**src/rtl/bus_scheduler_pkg.sv**
```systemverilog
// Shared definitions for the bus scheduler: slave address map, slave
// indices, the captured request record and the scheduler state encoding.
package bus_scheduler_pkg;

  // Slave address windows, each [base, top).
  localparam logic [31:0] ROM_BASE_ADDR   = 32'h0000_0000;
  localparam logic [31:0] ROM_TOP_ADDR    = 32'h0001_0000;
  localparam logic [31:0] PRINT_BASE_ADDR = 32'h1000_0000;
  localparam logic [31:0] PRINT_TOP_ADDR  = 32'h1000_1000;
  localparam logic [31:0] CLINT_BASE_ADDR = 32'h0200_0000;
  localparam logic [31:0] CLINT_TOP_ADDR  = 32'h0201_0000;
  localparam logic [31:0] BRAM_BASE_ADDR  = 32'h8000_0000;
  localparam logic [31:0] BRAM_TOP_ADDR   = 32'h8001_0000;

  localparam logic [1:0] SLV_ROM   = 2'd0;
  localparam logic [1:0] SLV_PRINT = 2'd1;
  localparam logic [1:0] SLV_CLINT = 2'd2;
  localparam logic [1:0] SLV_BRAM  = 2'd3;

  typedef struct packed {
    logic        instr;
    logic [31:0] addr;
    logic [31:0] wdata;
    logic [3:0]  wstrb;
  } bus_req_t;

  typedef enum logic [1:0] {IDLE, ISSUE, WAIT, RESP} sched_state_e;

  function automatic logic in_range(input logic [31:0] addr,
                                    input logic [31:0] base,
                                    input logic [31:0] top);
    return (addr >= base) && (addr < top);
  endfunction

endpackage

```
**src/rtl/bus_scheduler_if.sv**
```systemverilog
// Bus bundle between the cpu request ports, the scheduler and the slaves.
//   slave  modport : the scheduler's view (serves the cpu, drives slaves)
//   master modport : the environment's view (cpu ports + slave models)
interface bus_scheduler_if #(parameter int NSLV = 4) ();

  logic                 imemory_valid;
  logic                 imemory_instr;
  logic [31:0]          imemory_addr;
  logic [31:0]          imemory_wdata;
  logic [3:0]           imemory_wstrb;
  logic [31:0]          imemory_rdata;
  logic                 imemory_ready;
  logic                 imemory_error;

  logic                 dmemory_valid;
  logic                 dmemory_instr;
  logic [31:0]          dmemory_addr;
  logic [31:0]          dmemory_wdata;
  logic [3:0]           dmemory_wstrb;
  logic [31:0]          dmemory_rdata;
  logic                 dmemory_ready;
  logic                 dmemory_error;

  logic [NSLV-1:0]      slave_valid;
  logic                 slave_instr;
  logic [31:0]          slave_addr;
  logic [31:0]          slave_wdata;
  logic [3:0]           slave_wstrb;
  logic [NSLV-1:0][31:0] slave_rdata;
  logic [NSLV-1:0]      slave_ready;

  modport slave (
    input  imemory_valid, imemory_instr, imemory_addr, imemory_wdata, imemory_wstrb,
    output imemory_rdata, imemory_ready, imemory_error,
    input  dmemory_valid, dmemory_instr, dmemory_addr, dmemory_wdata, dmemory_wstrb,
    output dmemory_rdata, dmemory_ready, dmemory_error,
    output slave_valid, slave_instr, slave_addr, slave_wdata, slave_wstrb,
    input  slave_rdata, slave_ready
  );

  modport master (
    output imemory_valid, imemory_instr, imemory_addr, imemory_wdata, imemory_wstrb,
    input  imemory_rdata, imemory_ready, imemory_error,
    output dmemory_valid, dmemory_instr, dmemory_addr, dmemory_wdata, dmemory_wstrb,
    input  dmemory_rdata, dmemory_ready, dmemory_error,
    input  slave_valid, slave_instr, slave_addr, slave_wdata, slave_wstrb,
    output slave_rdata, slave_ready
  );

endinterface

```
**src/rtl/bus_scheduler_decode.sv**
```systemverilog
// Address decoder: maps a byte address to {hit, slave index, slave base}.
// Windows are checked in priority order bram, clint, print, rom.
//   addr_i : request byte address
//   hit_o  : address falls inside one of the slave windows
//   sel_o  : slave index (valid when hit_o)
//   base_o : base address of the selected slave (0 on miss)
module bus_decode
  import bus_scheduler_pkg::*;
(
  input  logic [31:0] addr_i,
  output logic        hit_o,
  output logic [1:0]  sel_o,
  output logic [31:0] base_o
);

  always_comb begin
    hit_o  = 1'b1;
    sel_o  = SLV_ROM;
    base_o = ROM_BASE_ADDR;
    if (in_range(addr_i, BRAM_BASE_ADDR, BRAM_TOP_ADDR)) begin
      sel_o  = SLV_BRAM;
      base_o = BRAM_BASE_ADDR;
    end else if (in_range(addr_i, CLINT_BASE_ADDR, CLINT_TOP_ADDR)) begin
      sel_o  = SLV_CLINT;
      base_o = CLINT_BASE_ADDR;
    end else if (in_range(addr_i, PRINT_BASE_ADDR, PRINT_TOP_ADDR)) begin
      sel_o  = SLV_PRINT;
      base_o = PRINT_BASE_ADDR;
    end else if (!in_range(addr_i, ROM_BASE_ADDR, ROM_TOP_ADDR)) begin
      hit_o  = 1'b0;
      base_o = '0;
    end
  end

endmodule

```
**src/rtl/bus_scheduler.sv**
```systemverilog
// Shares one slave bus between the instruction and data request ports.
// Captures requests per port, arbitrates round-robin, decodes to one of
// NSLV slaves, and returns a response (or an error on unmapped address or
// slave timeout). One transaction is outstanding at a time.
//   clock, reset : system clock, synchronous active-high reset
//   bus          : cpu request/response ports and slave request/response
//
// state | meaning
// IDLE  | grant a pending port, decode its address
// ISSUE | slave_valid pulse to the selected slave
// WAIT  | wait for the selected slave_ready or timeout
// RESP  | ready pulse to the granted port, release its pending bit
module bus_scheduler
  import bus_scheduler_pkg::*;
#(
  parameter int TIMEOUT = 255,
  parameter int NSLV    = 4
) (
  input  logic           clock,
  input  logic           reset,
  bus_scheduler_if.slave bus
);

  localparam int CW = $clog2(TIMEOUT + 1);
  localparam logic [CW-1:0] CNT_LAST = CW'(TIMEOUT - 1);

  sched_state_e    state_q;
  logic [1:0]      pend_q, pend_d;
  bus_req_t        req_q [2];
  bus_req_t        req_d [2];
  logic            ptr_q;
  logic            gnt_q;
  logic [1:0]      sel_q;
  logic [CW-1:0]   cnt_q;

  logic [NSLV-1:0] sv_q;
  logic            s_instr_q;
  logic [31:0]     s_addr_q, s_wdata_q;
  logic [3:0]      s_wstrb_q;

  logic            i_ready_q, i_err_q, d_ready_q, d_err_q;
  logic [31:0]     i_rdata_q, d_rdata_q;

  logic            arb_gnt;
  bus_req_t        arb_req;
  logic            dec_hit;
  logic [1:0]      dec_sel;
  logic [31:0]     dec_base;

  // Capture runs in every state; a pulse on a port that is already pending
  // is dropped, including the RESP cycle that is about to release it.
  always_comb begin
    pend_d = pend_q;
    req_d  = req_q;
    if (state_q == RESP) pend_d[gnt_q] = 1'b0;
    if (bus.imemory_valid && !pend_q[0]) begin
      pend_d[0] = 1'b1;
      req_d[0]  = '{instr: bus.imemory_instr, addr: bus.imemory_addr,
                    wdata: bus.imemory_wdata, wstrb: bus.imemory_wstrb};
    end
    if (bus.dmemory_valid && !pend_q[1]) begin
      pend_d[1] = 1'b1;
      req_d[1]  = '{instr: bus.dmemory_instr, addr: bus.dmemory_addr,
                    wdata: bus.dmemory_wdata, wstrb: bus.dmemory_wstrb};
    end
  end

  // Pointer only matters on contention; a lone pending port wins outright.
  assign arb_gnt = (pend_q == 2'b11) ? ptr_q : pend_q[1];
  assign arb_req = req_q[arb_gnt];

  bus_decode u_decode (
    .addr_i (arb_req.addr),
    .hit_o  (dec_hit),
    .sel_o  (dec_sel),
    .base_o (dec_base)
  );

  always_ff @(posedge clock) begin
    if (reset) begin
      state_q   <= IDLE;
      pend_q    <= '0;
      req_q[0]  <= '0;
      req_q[1]  <= '0;
      ptr_q     <= 1'b0;
      gnt_q     <= 1'b0;
      sel_q     <= '0;
      cnt_q     <= '0;
      sv_q      <= '0;
      s_instr_q <= 1'b0;
      s_addr_q  <= '0;
      s_wdata_q <= '0;
      s_wstrb_q <= '0;
      i_ready_q <= 1'b0;
      i_err_q   <= 1'b0;
      i_rdata_q <= '0;
      d_ready_q <= 1'b0;
      d_err_q   <= 1'b0;
      d_rdata_q <= '0;
    end else begin
      pend_q <= pend_d;
      req_q  <= req_d;
      case (state_q)
        IDLE: begin
          if (|pend_q) begin
            gnt_q <= arb_gnt;
            if (pend_q == 2'b11) ptr_q <= ~ptr_q;
            if (dec_hit) begin
              state_q   <= ISSUE;
              sel_q     <= dec_sel;
              sv_q      <= NSLV'(1) << dec_sel;
              s_instr_q <= arb_req.instr;
              s_addr_q  <= arb_req.addr - dec_base;
              s_wdata_q <= arb_req.wdata;
              s_wstrb_q <= arb_req.wstrb;
            end else begin
              state_q <= RESP;
              if (arb_gnt) begin
                d_ready_q <= 1'b1;
                d_err_q   <= 1'b1;
                d_rdata_q <= '0;
              end else begin
                i_ready_q <= 1'b1;
                i_err_q   <= 1'b1;
                i_rdata_q <= '0;
              end
            end
          end
        end
        ISSUE: begin
          sv_q    <= '0;
          cnt_q   <= '0;
          state_q <= WAIT;
        end
        WAIT: begin
          if (bus.slave_ready[sel_q] || cnt_q == CNT_LAST) begin
            state_q <= RESP;
            // Timeout forces error with zero data.
            if (gnt_q) begin
              d_ready_q <= 1'b1;
              d_err_q   <= !bus.slave_ready[sel_q];
              d_rdata_q <= bus.slave_ready[sel_q] ? bus.slave_rdata[sel_q] : '0;
            end else begin
              i_ready_q <= 1'b1;
              i_err_q   <= !bus.slave_ready[sel_q];
              i_rdata_q <= bus.slave_ready[sel_q] ? bus.slave_rdata[sel_q] : '0;
            end
          end else begin
            cnt_q <= cnt_q + CW'(1);
          end
        end
        RESP: begin
          state_q   <= IDLE;
          i_ready_q <= 1'b0;
          i_err_q   <= 1'b0;
          i_rdata_q <= '0;
          d_ready_q <= 1'b0;
          d_err_q   <= 1'b0;
          d_rdata_q <= '0;
        end
        default: state_q <= IDLE;
      endcase
    end
  end

  assign bus.imemory_ready = i_ready_q;
  assign bus.imemory_error = i_err_q;
  assign bus.imemory_rdata = i_rdata_q;
  assign bus.dmemory_ready = d_ready_q;
  assign bus.dmemory_error = d_err_q;
  assign bus.dmemory_rdata = d_rdata_q;
  assign bus.slave_valid   = sv_q;
  assign bus.slave_instr   = s_instr_q;
  assign bus.slave_addr    = s_addr_q;
  assign bus.slave_wdata   = s_wdata_q;
  assign bus.slave_wstrb   = s_wstrb_q;

endmodule

```
**src/flat_wrapper.sv**
```systemverilog
// flat-port wrapper written by rule: the top's interface ports become plain ports
module bus_scheduler_flat import bus_scheduler_pkg::*;
#(
  parameter int TIMEOUT = 255,
  parameter int NSLV    = 4
)
  (clock, reset, bus_imemory_valid, bus_imemory_instr, bus_imemory_addr, bus_imemory_wdata, bus_imemory_wstrb, bus_imemory_rdata, bus_imemory_ready, bus_imemory_error, bus_dmemory_valid, bus_dmemory_instr, bus_dmemory_addr, bus_dmemory_wdata, bus_dmemory_wstrb, bus_dmemory_rdata, bus_dmemory_ready, bus_dmemory_error, bus_slave_valid, bus_slave_instr, bus_slave_addr, bus_slave_wdata, bus_slave_wstrb, bus_slave_rdata, bus_slave_ready);
  bus_scheduler_if #(.NSLV(NSLV)) bus_i ();
  input  logic clock;
  input  logic reset;
  input wire logic [$bits(bus_i.imemory_valid)-1:0] bus_imemory_valid;
  input wire logic [$bits(bus_i.imemory_instr)-1:0] bus_imemory_instr;
  input wire logic [$bits(bus_i.imemory_addr)-1:0] bus_imemory_addr;
  input wire logic [$bits(bus_i.imemory_wdata)-1:0] bus_imemory_wdata;
  input wire logic [$bits(bus_i.imemory_wstrb)-1:0] bus_imemory_wstrb;
  output wire logic [$bits(bus_i.imemory_rdata)-1:0] bus_imemory_rdata;
  output wire logic [$bits(bus_i.imemory_ready)-1:0] bus_imemory_ready;
  output wire logic [$bits(bus_i.imemory_error)-1:0] bus_imemory_error;
  input wire logic [$bits(bus_i.dmemory_valid)-1:0] bus_dmemory_valid;
  input wire logic [$bits(bus_i.dmemory_instr)-1:0] bus_dmemory_instr;
  input wire logic [$bits(bus_i.dmemory_addr)-1:0] bus_dmemory_addr;
  input wire logic [$bits(bus_i.dmemory_wdata)-1:0] bus_dmemory_wdata;
  input wire logic [$bits(bus_i.dmemory_wstrb)-1:0] bus_dmemory_wstrb;
  output wire logic [$bits(bus_i.dmemory_rdata)-1:0] bus_dmemory_rdata;
  output wire logic [$bits(bus_i.dmemory_ready)-1:0] bus_dmemory_ready;
  output wire logic [$bits(bus_i.dmemory_error)-1:0] bus_dmemory_error;
  output wire logic [$bits(bus_i.slave_valid)-1:0] bus_slave_valid;
  output wire logic [$bits(bus_i.slave_instr)-1:0] bus_slave_instr;
  output wire logic [$bits(bus_i.slave_addr)-1:0] bus_slave_addr;
  output wire logic [$bits(bus_i.slave_wdata)-1:0] bus_slave_wdata;
  output wire logic [$bits(bus_i.slave_wstrb)-1:0] bus_slave_wstrb;
  input wire logic [$bits(bus_i.slave_rdata)-1:0] bus_slave_rdata;
  input wire logic [$bits(bus_i.slave_ready)-1:0] bus_slave_ready;
  assign bus_i.imemory_valid = bus_imemory_valid;
  assign bus_i.imemory_instr = bus_imemory_instr;
  assign bus_i.imemory_addr = bus_imemory_addr;
  assign bus_i.imemory_wdata = bus_imemory_wdata;
  assign bus_i.imemory_wstrb = bus_imemory_wstrb;
  assign bus_imemory_rdata = bus_i.imemory_rdata;
  assign bus_imemory_ready = bus_i.imemory_ready;
  assign bus_imemory_error = bus_i.imemory_error;
  assign bus_i.dmemory_valid = bus_dmemory_valid;
  assign bus_i.dmemory_instr = bus_dmemory_instr;
  assign bus_i.dmemory_addr = bus_dmemory_addr;
  assign bus_i.dmemory_wdata = bus_dmemory_wdata;
  assign bus_i.dmemory_wstrb = bus_dmemory_wstrb;
  assign bus_dmemory_rdata = bus_i.dmemory_rdata;
  assign bus_dmemory_ready = bus_i.dmemory_ready;
  assign bus_dmemory_error = bus_i.dmemory_error;
  assign bus_slave_valid = bus_i.slave_valid;
  assign bus_slave_instr = bus_i.slave_instr;
  assign bus_slave_addr = bus_i.slave_addr;
  assign bus_slave_wdata = bus_i.slave_wdata;
  assign bus_slave_wstrb = bus_i.slave_wstrb;
  assign bus_i.slave_rdata = bus_slave_rdata;
  assign bus_i.slave_ready = bus_slave_ready;
  bus_scheduler #(.TIMEOUT(TIMEOUT), .NSLV(NSLV)) u_core (.clock(clock), .reset(reset), .bus(bus_i));
endmodule
```
**config.mk**
```make
export PLATFORM = sky130hd
export DESIGN_NAME = bus_scheduler_flat
export DESIGN_NICKNAME = d
export VERILOG_FILES = /design/src/rtl/bus_scheduler_pkg.sv /design/src/rtl/bus_scheduler_if.sv /design/src/rtl/bus_scheduler_decode.sv /design/src/rtl/bus_scheduler.sv /design/src/flat_wrapper.sv
export SDC_FILE = /design/constraint.sdc
export NUM_CORES = 1
export LEC_CHECK = 0
export ABC_AREA = 0
export ABC_CLOCK_PERIOD_IN_PS = 9990
export CORE_ASPECT_RATIO = 1.25
export CORE_MARGIN = 2
export CORE_UTILIZATION = 35
export DETAILED_ROUTE_END_ITERATION = 7
export GPL_TIMING_DRIVEN = 0
export SLEW_MARGIN = 20
export SYNTH_ARGS = -nofsm -noshare
export SYNTH_HDL_FRONTEND = slang
export SYNTH_HIERARCHICAL = 1
export SYNTH_SLANG_ARGS = --single-unit
```
**constraint.sdc**
```tcl
create_clock -name clock -period 9.99 [get_ports clock]
set_clock_uncertainty 0.05 [all_clocks]
set_input_delay 1.998 -clock clock [delete_from_list [all_inputs] [get_ports clock]]
set_output_delay 1.998 -clock clock [all_outputs]
set_load 0.05 [all_outputs]
```
== Yosys cells after proc, flatten, opt, wreduce, memory -nomap -nowiden ==
Index checks and enable logic that the tools add are counted.

* $add $sub $neg: 2
* $lt $le $gt $ge: 12
* Equal/unequal tests: 14
* Shift-type cells: 1
* Muxes and demuxes: 63
* Bitwise gates (word level): 4
* Reductions and logical operators: 26

{| class="wikitable"
|+ Operators with widths
! cell !! number
|-
| 32-bit 2-to-1 mux || 13
|-
| 69-bit 2-to-1 mux || 3
|-
| 32-bit one-hot mux with 3 select lines || 2
|-
| 32-bit binary-select mux with 2-bit select || 1
|-
| 29-bit 2-to-1 mux || 2
|-
| 32-bit by 1-bit >= comparator with 1-bit output, second input constant || 1
|-
| 32-bit by 26-bit >= comparator with 1-bit output, second input constant || 1
|-
| 32-bit by 29-bit >= comparator with 1-bit output, second input constant || 1
|-
| 32-bit >= comparator, second input constant || 1
|-
| 32-bit by 17-bit less-than comparator with 1-bit output, second input constant || 1
|-
| 32-bit by 26-bit less-than comparator with 1-bit output, second input constant || 1
|-
| 32-bit by 29-bit less-than comparator with 1-bit output, second input constant || 1
|-
| 32-bit less-than comparator, second input constant || 1
|-
| 32-bit subtractor || 1
|-
| 1-bit 2-to-1 mux || 24
|-
| 8-bit one-hot mux with 2 select lines || 1
|-
| 2-bit 2-to-1 mux || 6
|-
| 1-bit one-hot mux with 3 select lines || 4
|-
| 6-bit AND reduction || 2
|-
| 2-bit by 1-bit inequality test with 1-bit output, second input constant || 5
|-
| 3-bit AND reduction || 3
|-
| 8-bit by 1-bit adder with 8-bit output, second input constant || 1
|-
| 8-bit equality test, second input constant || 1
|-
| 4-bit 2-to-1 mux || 2
|-
| 25 further kinds || 43
|}

* Bits in registers: 295

== Depth between registers and ports, before layout ==
* Word-level depth: 15
* Gate-level depth with buffers: 21
* Mapped depth without buffers: 18

== By module ==
The synthesis kept the hierarchy.

{| class="wikitable"
|+ By module, submodules not included
! module !! times used !! cells each !! area an instance (um^2) !! seq. area each (um^2)
|-
| bus_scheduler || 1 || 1700 || 13631.8 || 5905.7
|-
| bus_decode || 1 || 51 || 364.1 || 0.0
|}

== Worst setup path after synthesis ==
OpenSTA, ideal clock, no wires.

* Kind: register -> register
* From: register u_core.pend_q[0]
* To: register u_core.s_addr_q[30] (netlist: u_core/bus.slave_addr[30])
* Arrival time: 3742 ps
* Slack: 6081 ps
* Cell stages (with the launch flop): 19
* Clock period less this slack: 3909 ps
* Cells stage by stage: dfxtp_1 -> inv_1 -> o21ai_1 -> clkinv_1 -> clkbuf_1 -> clkbuf_1 -> nand2_1 -> nand2_1 -> nor4_2 -> nand4_1 -> nor2_1 -> inv_1 -> ha_1 -> clkbuf_1 -> nand4_1 -> o41a_1 -> a22oi_1 -> xor2_1 -> a22o_1

{| class="wikitable"
|+ RTL lines
! item !! line !! RTL
|-
| start, declared || bus_scheduler.sv:28 || <nowiki>logic [1:0] pend_q, pend_d;</nowiki>
|-
| start signal, assigned || bus_scheduler.sv:101 || <nowiki>pend_q <= pend_d;</nowiki>
|-
| end signal, assigned || bus_scheduler.sv:113 || <nowiki>s_addr_q <= arb_req.addr - dec_base;</nowiki>
|-
| end, declared || bus_scheduler.sv:38 || <nowiki>logic [31:0] s_addr_q, s_wdata_q;</nowiki>
|}

==> results.toml <==
[layout]
design_area_um2 = 19900
final_cell_mix = "nand2_1, clkdlybuf4s50_1, dfxtp_1"
final_nets = 2536
final_common_cell = "nand2_1"
postLayoutCoreUtil_pct = 50.6
stdcell_count = 2746
area_growth_syn_to_layout_pct = 42.1
drive_gt1_share_pct = 5.88

[timing]
period_share_pct = 57.2
max_slew_margin_pct = 29.1
rsz0062_at_grt = "false"
setup_viol = 0
hold_viol = 0
finalSetupTns_ps = 0
slew_viol_final = 0
fmaxAchievable_mhz = 175
setup_slack_ps = 4280
worst_pin_slew_ps = 1060
final.min_clock_period_ps = 5710

[power]
power.leakage_nw = 7.29
p_clk_share_pct = 31.2
p_sw_mw = 1.31
power.internal_mw = 2.39
p_sw_share_pct = 35.4
power.share.combinational_pct = 32.6
pwr-share-seq_pct = 36.2
vdd_drop_max_v = 0.000109
p_per_area_nw_per_um2 = 186

[setup_path]
critPathLaunch = "u_core/pend_q[0]$_SDFFE_PP0P_"
worstPathBufferInverterCount = 6
cp_max_fo = 10
reg2reg_from = "u_core/pend_q[0]$_SDFFE_PP0P_"
cp_slowest_stage_delay_ps = 820
crit_chain = "inv_1 > o21ai_1 > clkinv_1 > clkbuf_1 > clkbuf_1 > nand2_1 > nand2_1 > nor4_2 > nand4_1 > nor2_1 > inv_1 > ha_1 > clkbuf_1 > a21o_1 > a21oi_1 > o21ai_0 > a21o_1 > a22oi_1 > mux2_2 > o21ai_0"
cp-end-kind = "flop"
path_delay_family = "compound AO/OA/AOI/OAI gates"
cp.arrival_ps = 6160
path_class = "flop to flop"
worstSetupStartpointType = "flop"
crit_slowest_cell = "o21ai_1"
crit_required_ps = 10440
cpMostUsedCell = "clkbuf_1"

[die]
ios = 415
num_rows = 81
core_area_um2 = 39300
die-height_um = 228
fp.dieArea_um2 = 41600
start_util_pct = 35.6
die_width_um = 183

[drt]
drtIter0Drc = 732
wl_per_cell_um = 19.3
wirelength_mm = 53.0
vias_per_cell = 5.09
drc = 0
postRouteAntennaNets = 0
route.vias.total = 13971
drt_first_pass_iters = 5

[global_routing]
grt_max_degree = 17
grt.total_usage_pct = 24.4
grt_first_pass_wirelength_mm = 78.1
grt_pass1_vias = 13736
antenna_found_initial = 5
grt_overflow = 0

[placement]
place_congestion = 0.884
place_ws_ps = 4290
place_inst = 2690
hpwl_mm = 42.3
port_buffers = 414
placed_area_um2 = 18900

[synthesis]
syn-mean-instance-area_um2 = 8.00
synthCells = 1750
synth_area_um2 = 14000
yosysWarnings = 6

[clock_tree]
cts_buffers = 30
htreeDepth = 1
max-clock-path-buffers = 3
postCtsSetupBuffers = 0
cts.hold.buffers_added = 0
cts-root-buf = "clkbuf_16"
cts-resized-gates = 0
path_clk_slew_ps = 60
insertion_delay_ps = 580
cts.sink_count = 295
cts_tree = "yes"

[job]
drv_cap = 0

[run_status]
status = "finished, final reports clean"

[worst_hold_path]
hold_path_class = "flop to flop"
min_from = "u_core/bus.slave_addr[7]$_SDFFE_PP0P_"
==> flip-flops by register name, indices dropped and copies added (netlist names), 2 cells and up <==
| signal | cells |
|---|---|
| u_core/bus.imemory_rdata | 32 |
| u_core/cnt_q | 8 |
| u_core/bus.dmemory_rdata | 32 |
| u_core/bus.slave_wstrb | 4 |
| u_core/req_q | 138 |
| u_core/bus.slave_addr | 32 |
| u_core/sel_q | 2 |
| u_core/pend_q | 2 |
| u_core/bus.slave_valid | 4 |
| u_core/bus.slave_wdata | 32 |
| u_core/state_q | 2 |
==> worst paths after layout <==
check	to	slack, ps	cells after the start
setup reg to reg	u_core/bus.slave_addr[31]$_SDFFE_PP0P_	4280	20
hold / removal	u_core/bus.slave_addr[7]$_SDFFE_PP0P_	400	2
setup / recovery	u_core/bus.slave_addr[31]$_SDFFE_PP0P_	4280	20
hold reg to reg	u_core/bus.slave_addr[7]$_SDFFE_PP0P_	400	2
==> worst min-delay path: stages, from the launching register on <==
cell,delay (ps)
dfxtp_1,310
nand2_1,50
a21oi_1,50
==> stage by stage <==
step | total power [mW] | hold slack, ps
finish | 3.70 | 403
global route | 3.87 | 423
CTS | 3.73 | 404
detailed placement | 2.57 | 395
global placement | 2.56 | 390
floorplan | 2.10 | 386
==> cell type report <==
cell class / instances / area, um^2
fill: 3793 / 19400
buffer: 150 / 743
inverter: 44 / 165
clock inverter: 10 / 159
antenna: 3 / 7.51
timing repair buffer: 414 / 4140
tap: 498 / 623
clock buffer: 43 / 850
multi-input combinational: 1289 / 7280
sequential: 295 / 5910
==> power groups by stage <==
| stage | Sequential [mW] | Clock, mW | Combinational, mW |
|---|---|---|---|
| final | 1.34 | 1.15 | 1.21 |
| after detailed placement | 1.36 | 0 | 1.21 |
| after floorplan | 1.55 | 0 | 0.554 |
| after global placement | 1.36 | 0 | 1.20 |
| after global routing | 1.35 | 1.22 | 1.30 |
| after CTS | 1.34 | 1.17 | 1.21 |
==> per-layer routing <==
layer	wire, um	GRT usage, %	up-vias	part of all wire (%)
met5	22	0	-	0.042
met4	1460	7.95	4	2.7
met3	3730	4.67	73	7.0
met2	28100	47.3	479	53
met1	19600	26.4	6551	37
li1	-	-	6864	-
(Power assumes the default switching activity.)
